$ cat config.mk
export PLATFORM = sky130hd
export DESIGN_NAME = int_wb_stage
export DESIGN_NICKNAME = d
export VERILOG_FILES = /design/src/rtl/int_wb_stage.sv
export SDC_FILE = /design/constraint.sdc
export NUM_CORES = 1
export LEC_CHECK = 0
export ABC_AREA = 1
export CORE_ASPECT_RATIO = 0.7
export CORE_UTILIZATION = 45
export CTS_BUF_LIST = sky130_fd_sc_hd__clkbuf_4
export DETAILED_ROUTE_END_ITERATION = 16
export DONT_BUFFER_PORTS = 1
export GPL_TIMING_DRIVEN = 0
export PLACE_DENSITY = 0.7
export SYNTH_ARGS = -nofsm -noshare
export SYNTH_HDL_FRONTEND = slang
export SYNTH_SLANG_ARGS = --single-unit
$ cat constraint.sdc
create_clock -name clk -period 2.4 [get_ports clk]
set_input_delay 0.48 -clock clk [delete_from_list [all_inputs] [get_ports clk]]
set_output_delay 0.48 -clock clk [all_outputs]
set_load 0.005 [all_outputs]
$ cat src/rtl/int_wb_stage.sv
// rtl/int_wb_stage.sv - integer writeback stage: ALU/load arbitration, load formatting, registered RF write
module int_wb_stage #(
  parameter int AW         = 5,
  parameter int DW         = 32,
  parameter int STARVE_MAX = 3
) (
  input  logic          clk,
  input  logic          rst_n,
  input  logic          alu_valid,
  input  logic [AW-1:0] alu_rd,
  input  logic [DW-1:0] alu_result,
  output logic          alu_stall,
  input  logic          ld_valid,
  output logic          ld_ready,
  input  logic [AW-1:0] ld_rd,
  input  logic [DW-1:0] ld_rdata,
  input  logic [2:0]    ld_funct3,
  input  logic [1:0]    ld_addr_lo,
  output logic          we,
  output logic [AW-1:0] write_address,
  output logic [DW-1:0] data_in,
  output logic          ld_err
);

  localparam int CW = (STARVE_MAX < 1) ? 1 : $clog2(STARVE_MAX + 1);

  logic [CW-1:0] starve_cnt;
  logic          load_pri;
  logic          ld_acc;
  logic          alu_acc;
  logic [7:0]    byte_sel;
  logic [15:0]   half_sel;
  logic [DW-1:0] ld_fmt;
  logic          ld_legal;

  // The load only loses while the ALU is present and the starve counter has not saturated.
  assign load_pri  = (starve_cnt == CW'(STARVE_MAX));
  assign ld_ready  = !alu_valid || load_pri;
  assign alu_stall = alu_valid && ld_valid && load_pri;
  assign ld_acc    = ld_valid && ld_ready;
  assign alu_acc   = alu_valid && !alu_stall;

  assign byte_sel = ld_rdata[{ld_addr_lo, 3'b000} +: 8];
  assign half_sel = ld_addr_lo[1] ? ld_rdata[31:16] : ld_rdata[15:0];

  always_comb begin
    ld_fmt   = '0;
    ld_legal = 1'b0;
    case (ld_funct3)
      3'b000: begin
        ld_fmt   = {{(DW-8){byte_sel[7]}}, byte_sel};
        ld_legal = 1'b1;
      end
      3'b100: begin
        ld_fmt   = {{(DW-8){1'b0}}, byte_sel};
        ld_legal = 1'b1;
      end
      3'b001: begin
        ld_fmt   = {{(DW-16){half_sel[15]}}, half_sel};
        ld_legal = !ld_addr_lo[0];
      end
      3'b101: begin
        ld_fmt   = {{(DW-16){1'b0}}, half_sel};
        ld_legal = !ld_addr_lo[0];
      end
      3'b010: begin
        ld_fmt   = ld_rdata;
        ld_legal = (ld_addr_lo == 2'b00);
      end
      default: begin
        ld_fmt   = '0;
        ld_legal = 1'b0;
      end
    endcase
  end

  always_ff @(posedge clk) begin
    if (!rst_n) begin
      we            <= 1'b0;
      write_address <= '0;
      data_in       <= '0;
      ld_err        <= 1'b0;
      starve_cnt    <= '0;
    end else begin
      we     <= 1'b0;
      ld_err <= 1'b0;
      if (ld_acc) begin
        write_address <= ld_rd;
        data_in       <= ld_legal ? ld_fmt : '0;
        we            <= ld_legal && (ld_rd != '0);
        ld_err        <= !ld_legal;
      end else if (alu_acc) begin
        write_address <= alu_rd;
        data_in       <= alu_result;
        we            <= (alu_rd != '0);
      end

      if (ld_acc || !ld_valid) begin
        starve_cnt <= '0;
      end else if (alu_valid && !load_pri) begin
        starve_cnt <= starve_cnt + CW'(1);
      end
    end
  end

endmodule

==> results of run 1 <==
metal layers:
layer,vias up,global-route usage,wire length [microns]
met3,6,0.08621,1096
met4,0,0.07308,74
met5,-,0,0
met2,157,0.4069,3502
li1,1476,-,-
met1,1279,0.3852,3673
sequential cells by signal, summed over array words and instances, names as in the netlist:
register       cells
data_in           32
ld_err             1
starve_cnt         2
we                 1
write_address      5
how the worst min path moves through the flow:
| stage | startpoint | end | slack [ns] | cells past startpoint |
|---|---|---|---|---|
| global route | ld_valid | starve_cnt[1]$_SDFFE_PP0P_ | 0.28 | 2 |
| global placement | starve_cnt[0]$_SDFFE_PP0P_ | starve_cnt[0]$_SDFFE_PP0P_ | 0.41 | 1 |
| finish | ld_valid | starve_cnt[1]$_SDFFE_PP0P_ | 0.29 | 2 |
| floorplan | starve_cnt[0]$_SDFFE_PP0P_ | starve_cnt[0]$_SDFFE_PP0P_ | 0.40 | 1 |
| CTS | ld_valid | starve_cnt[1]$_SDFFE_PP0P_ | 0.28 | 2 |
| detailed placement | starve_cnt[0]$_SDFFE_PP0P_ | starve_cnt[0]$_SDFFE_PP0P_ | 0.42 | 1 |
through the flow:
step	area [sq um]	hold WS, ns	utilization	instances
after CTS	2811	0.2812	0.5158	547
after floorplan	2649	0.3983	-	468
after global routing	2816	0.2759	0.5168	549
final	2816	0.2941	0.5168	549
after detailed placement	2739	0.4182	0.5025	540
after global placement	2739	0.4087	0.5025	540
layout by cell type, fill, tap and decap left out, drive strengths merged, types with 2 or more instances in the layout:
| cell | synthesis | layout |
|---|---|---|
| nor2 | 16 | 16 |
| dfxtp | 41 | 41 |
| nand3 | 15 | 15 |
| nor3 | 4 | 4 |
| clkbuf | 16 | 21 |
| o211ai | 3 | 3 |
| or2 | 7 | 7 |
| buf | 8 | 8 |
| inv | 53 | 53 |
| nand2 | 206 | 206 |
| o21ai | 62 | 62 |
| diode | 0 | 2 |
| a21oi | 35 | 35 |
kinds of logic after synthesis:
logic type,after synthesis
compound gates,100
fa+ha+maj,1
flops,41
simple gates,249
buf+inv,77
power by group through the flow:
stage / Combinational, uW / Clock, uW / Sequential [uW]
after global routing: 318 / 480 / 777
after detailed placement: 271 / 0 / 786
after floorplan: 211 / 0 / 774
after global placement: 265 / 0 / 785
final: 274 / 451 / 770
after CTS: 271 / 459 / 771
synth_stat cells, types with 2 or more instances:
cell,number
nand2_1,205
o21ai_0,61
inv_1,51
dfxtp_1,41
a21oi_1,34
clkbuf_1,16
nand3_1,15
nor2_1,15
or2_2,7
buf_2,6
nor3_1,3
o211ai_1,3
buf_4,2
inv_2,2
layout make-up:
class	count	share of cell area
well taps	72	0.03199
clock inverters	2	0.01244
diodes	2	0.001777
plain buffers	24	0.03732
flip-flops and latches	41	0.2914
clock buffers	5	0.01333
multi-input cells	350	0.5411
inverters	53	0.07064
==> impl_metrics.json, run 1 <==
{
  "synthTopCellsByArea": "dfxtp_1, nand2_1, o21ai_0",
  "regToRegSetupSlack_ns": 0.66,
  "cts_made_buffers": 5,
  "nets": 559,
  "synthesis.nets": 552,
  "post-place-ws_ns": 0.5554,
  "crit_top_cell": "inv_1",
  "critPathBufInv": 4,
  "yosysTopAreaCell": "dfxtp_1",
  "synth_flop_cell": "dfxtp_1",
  "combPwrFrac": 0.183,
  "clock.fmax_mhz": 573.1,
  "synth_top_area_frac": 0.3099,
  "seq_area_sq_um": 820.8,
  "fin_crit_sh": 0.7270,
  "slowest_delay_ns": 0.33,
  "core_area_sq_um": 5450,
  "hold_path.class": "primary input to flop",
  "status": "complete, no violations",
  "rows": 22,
  "worst-r2r-cell-count": 10,
  "cts.path.max_buffers": 2,
  "drt_iter0_drc": 227,
  "synth_top_family_by_area": "simple AND/OR/NAND/NOR gates",
  "hold_viol_final": 0,
  "cp_max_fo": 10,
  "crit_end": "write_address[0]$_SDFFE_PN0P_",
  "vias_per_cell": 5.315,
  "worstReg2RegEnd": "write_address[0]$_SDFFE_PN0P_",
  "htree_levels": 2,
  "ant_nets": 0,
  "endpoint_kind": "flop",
  "first_pass_iters": 5,
  "async_flop_share": 0,
  "synth-xor-area-share": 0,
  "switching_share": 0.3060,
  "fillers": 604,
  "syn_avg_cell_area_sq_um": 5.660,
  "ys_seq_area_frac": 0.3099,
  "slew_viol_final": 0,
  "layout_min_cycle_time_ns": 1.745,
  "die-height_microns": 66.19,
  "internal_power_uw": 1038,
  "wl_per_cell_microns": 15.20,
  "power_density_nw_per_um2": 531.2,
  "antenna_found_initial": 2,
  "finalPower_uw": 1496,
  "setup_viol": 0,
  "grtUsageTotal": 0.2759,
  "first_global_vias": 2621,
  "portBuffers": 0,
  "wirelength_microns": 8346,
  "cts-root-buf": "clkbuf_4",
  "vias": 2918,
  "holdBufCountCts": 0,
  "post-dp-hpwl_microns": 6555,
  "route.detailed.drc": 0,
  "required_ns": 2.65,
  "syn_area_sq_um": 2649,
  "fin_worst_skew_ns": 0.01051,
  "power_frac_seq": 0.515,
  "drive_gt1_frac": 0.05895,
  "worstSkewPairLatency_ns": 0.35,
  "cap_violations": 0,
  "overflow": 0,
  "start_util": 0.4860,
  "gp_congestion": 0.9261,
  "cts_sinks": 41,
  "synthMuxAreaShare": 0,
  "synthSimpleGateAreaFrac": 0.3774,
  "fp.dieW_microns": 93.70,
  "cp_top_family": "buffers and inverters",
  "post_cts_resize_count": 0,
  "area_growth_syn_to_layout_pct": 6.330,
  "crit_arrival_ns": 1.99,
  "post_cts_buffers": 0,
  "p_leak_uw": 0.001500,
  "synthAdderAreaFrac": 0.004724,
  "die_area_sq_um": 6202,
  "path_depth": 10,
  "pin_count": 124,
  "tightestPinTransition_ns": 0.6013,
  "synth_compound_area_frac": 0.1932,
  "ys_ff_latch": 41,
  "ir_drop_uv": 266.9,
  "worstPathCellList": "ha_1 > nor2_1 > inv_1 > nand2_2 > inv_1 > buf_2 > nand2_1 > nand3_1 > o211ai_1 > inv_1",
  "clk_pin_slew_worst_paths_ns": 0.12,
  "synth_edf_count": 0,
  "path_class": "flop to flop",
  "rsz0062_at_grt": "false",
  "clock_power_share": 0.302,
  "cts_tree": "built",
  "multi_input_area_sq_um": 1524,
  "power_switching_uw": 457.8,
  "slew_headroom": 0.5977,
  "fin_setup_tns_ns": 0,
  "grt_pass1_wl_microns": 12870,
  "ys_warn_count": 0,
  "syn_inst": 468,
  "rr_startpoint": "starve_cnt[0]$_SDFFE_PP0P_",
  "critPathLaunchType": "flop",
  "crit_start": "starve_cnt[0]$_SDFFE_PP0P_",
  "crit_path_top_delay_cell": "dfxtp_1",
  "synth_cell_types": 21,
  "fin_ws_ns": 0.6551,
  "grt_max_degree": 13
}
(Power assumes the default switching activity.)
==> run 2: changes to the inputs <==
ABC_AREA = 0   (was 1)
PLACE_DENSITY = 0.72   (was 0.7)
clock period = 1.5 ns   (was 2.4 ns; I/O delays follow)
==> impl_metrics.json, run 2 <==
{
  "nets": 394,
  "vias": 2588,
  "die-height_microns": 63.80,
  "worstPathCellList": "ha_4 > nor2b_4 > inv_2 > buf_8 > clkbuf_16",
  "critPathBufInv": 3,
  "critPathLaunchType": "flop",
  "largest_register_ffs": 32,
  "pin_count": 124,
  "slew_headroom": 0.4665,
  "crit_end": "ld_ready",
  "crit_path_top_delay_cell": "dfxtp_2",
  "synth_cell_types": 36,
  "wl_per_cell_microns": 23.06,
  "synth_common_cells": "a21oi_1, dfxtp_1, nand2_1",
  "path_class": "flop to output port",
  "vias_per_cell": 6.793,
  "maxUsedRoutingLayer": "met4",
  "rr_startpoint": "starve_cnt[0]$_SDFFE_PP0P_",
  "endpoint_kind": "output port",
  "synth_top_area_frac": 0.3344,
  "cts.path.max_buffers": 2,
  "status": "finished with violations",
  "p_leak_uw": 0.001065,
  "post-dp-hpwl_microns": 6341,
  "regToRegSetupSlack_ns": -0.09,
  "required_ns": 1.20,
  "regMostFlops": "data_in",
  "fin_util": 0.5619,
  "wl_met1_microns": 3931,
  "first_pass_iters": 4,
  "synth_flop_cell": "dfxtp_1",
  "first_global_vias": 2426,
  "ir_drop_uv": 345.9,
  "worstReg2RegEnd": "data_in[7]$_SDFFE_PN0P_",
  "core_area_sq_um": 5258,
  "failed_checks": "negative setup slack",
  "fin_worst_skew_ns": 0.008404,
  "slew_viol_final": 0,
  "wl_met2_microns": 3822,
  "power_density_nw_per_um2": 796.2,
  "diodes": 0,
  "antenna_found_initial": 0,
  "cts_tree": "built",
  "crit_arrival_ns": 1.34,
  "layout_min_cycle_time_ns": 1.635,
  "cap_violations": 0,
  "grtUsageTotal": 0.2935,
  "fp.dieW_microns": 90.28,
  "syn_area_sq_um": 2455,
  "fin_crit_sh": 1.090,
  "synthTopCellsByArea": "dfxtp_1, a21oi_1, a2bb2oi_1",
  "grt_pass1_wl_microns": 13140,
  "cp_max_fo": 5,
  "clock.fmax_mhz": 611.5,
  "fin_setup_tns_ns": -0.6872,
  "hold_viol_final": 0,
  "clk_pin_slew_worst_paths_ns": 0.12,
  "die_area_sq_um": 5759,
  "finalPower_uw": 2352,
  "ys_seq_area_frac": 0.3344,
  "place_area_sq_um": 2585,
  "htree_levels": 2,
  "grt_max_degree": 19,
  "route.detailed.drc": 0,
  "drive_gt1_frac": 0.2330,
  "ys_warn_count": 0,
  "rows": 22,
  "reg_top3": "data_in (32), write_address (5), starve_cnt (2)",
  "layout_commonest_cell": "a21oi_1",
  "start_util": 0.4669,
  "cts_sinks": 41,
  "final_cell_mix": "a21oi_1, dfxtp_1, nand2_1",
  "ant_nets": 0,
  "gp_congestion": 0.8734,
  "tightestPinTransition_ns": 0.8003,
  "yosysTopAreaCell": "dfxtp_1",
  "portBuffers": 0,
  "synthesis.nets": 380,
  "worst-r2r-cell-count": 7,
  "overflow": 0,
  "worstSkewPairLatency_ns": 0.35,
  "fin_ws_ns": -0.1353,
  "ys_ff_latch": 41,
  "crit_start": "starve_cnt[0]$_SDFFE_PP0P_",
  "cts_made_buffers": 5,
  "syn_avg_cell_area_sq_um": 8.293,
  "rsz0062_at_grt": "true",
  "hold_path.class": "primary input to flop",
  "synth_edf_count": 0,
  "slowest_delay_ns": 0.36,
  "wirelength_microns": 8787,
  "cts-root-buf": "clkbuf_4",
  "area_growth_syn_to_layout_pct": 20.34,
  "drt_iter0_drc": 181,
  "syn_inst": 296,
  "fin_area_sq_um": 2954,
  "cp_top_family": "flip-flops",
  "path_depth": 5,
  "met3_length_microns": 993,
  "setup_viol": 14,
  "holdBufCountCts": 0,
  "async_flop_share": 0
}
run 2: cell count changes after synthesis, sizes merged, moves of 15 or more:
cell	change
o221ai	+17
inv	-48
a221oi	+15
nand3	-15
a2bb2oi	+17
o21ai	-43
nand2	-185
run 2: final cells by class:
class | instances | area, sq um
clock inverter | 1 | 5.005
fill | 482 | 2303
sequential | 41 | 823.3
timing repair buffer | 9 | 75.07
inverter | 5 | 18.77
buffer | 26 | 188.9
multi-input combinational | 222 | 1715
clock buffer | 5 | 37.54
tap | 72 | 90.09
run 2: how the worst min path moves through the flow:
stage                               startpoint                       endpoint  slack (ns)  cells after the start
floorplan           starve_cnt[0]$_SDFFE_PP0P_     starve_cnt[0]$_SDFFE_PP0P_        0.41                      1
global placement    starve_cnt[0]$_SDFFE_PP0P_     starve_cnt[0]$_SDFFE_PP0P_        0.42                      1
detailed placement  starve_cnt[0]$_SDFFE_PP0P_     starve_cnt[0]$_SDFFE_PP0P_        0.44                      1
CTS                                      rst_n        data_in[9]$_SDFFE_PN0P_        0.08                      2
global route                         alu_rd[2]  write_address[2]$_SDFFE_PN0P_        0.08                      2
finish                                   rst_n        data_in[8]$_SDFFE_PN0P_        0.09                      2
run 2: metrics by stage:
step	setup slack (ns)	hold slack, ns	std cells
3_5_place_dp	-0.5336	0.4445	368
3_3_place_gp	-0.4761	0.4205	368
2_1_floorplan	-0.1908	0.4080	296
5_1_grt	-0.1812	0.07516	381
6_report	-0.1353	0.08521	381
4_1_cts	-0.1416	0.07951	379
run 2: logic make-up (layout without fill, tap and decap cells):
family / count (synthesis) / after routing / share of synthesized area
fa+ha+maj: 1 / 1 / 0.005096
compound gates: 139 / 139 / 0.4057
flops: 41 / 41 / 0.3344
buf+inv: 33 / 46 / 0.06422
simple gates: 72 / 72 / 0.1499
mux: 10 / 10 / 0.04078
run 2: routing by layer:
layer	global-route usage	up-vias
met5	0	-
met4	0.04637	0
met3	0.1000	4
met2	0.4399	137
met1	0.4137	1257
li1	-	1190
run 2: repair_timing:
item | in CTS | in global routing
gates cloned | 1 | 1
gates resized for setup | 37 | 23
setup endpoints to repair | 42 | 33
buffers inserted | 5 | 3
pin swaps | 10 | 15
run 2: report_power, final:
group	leakage, uW	switching [uW]	internal (uW)
sequential	0.000340	64.5	1170
combinational	0.000698	331	262
clock	0.0000269	360	163
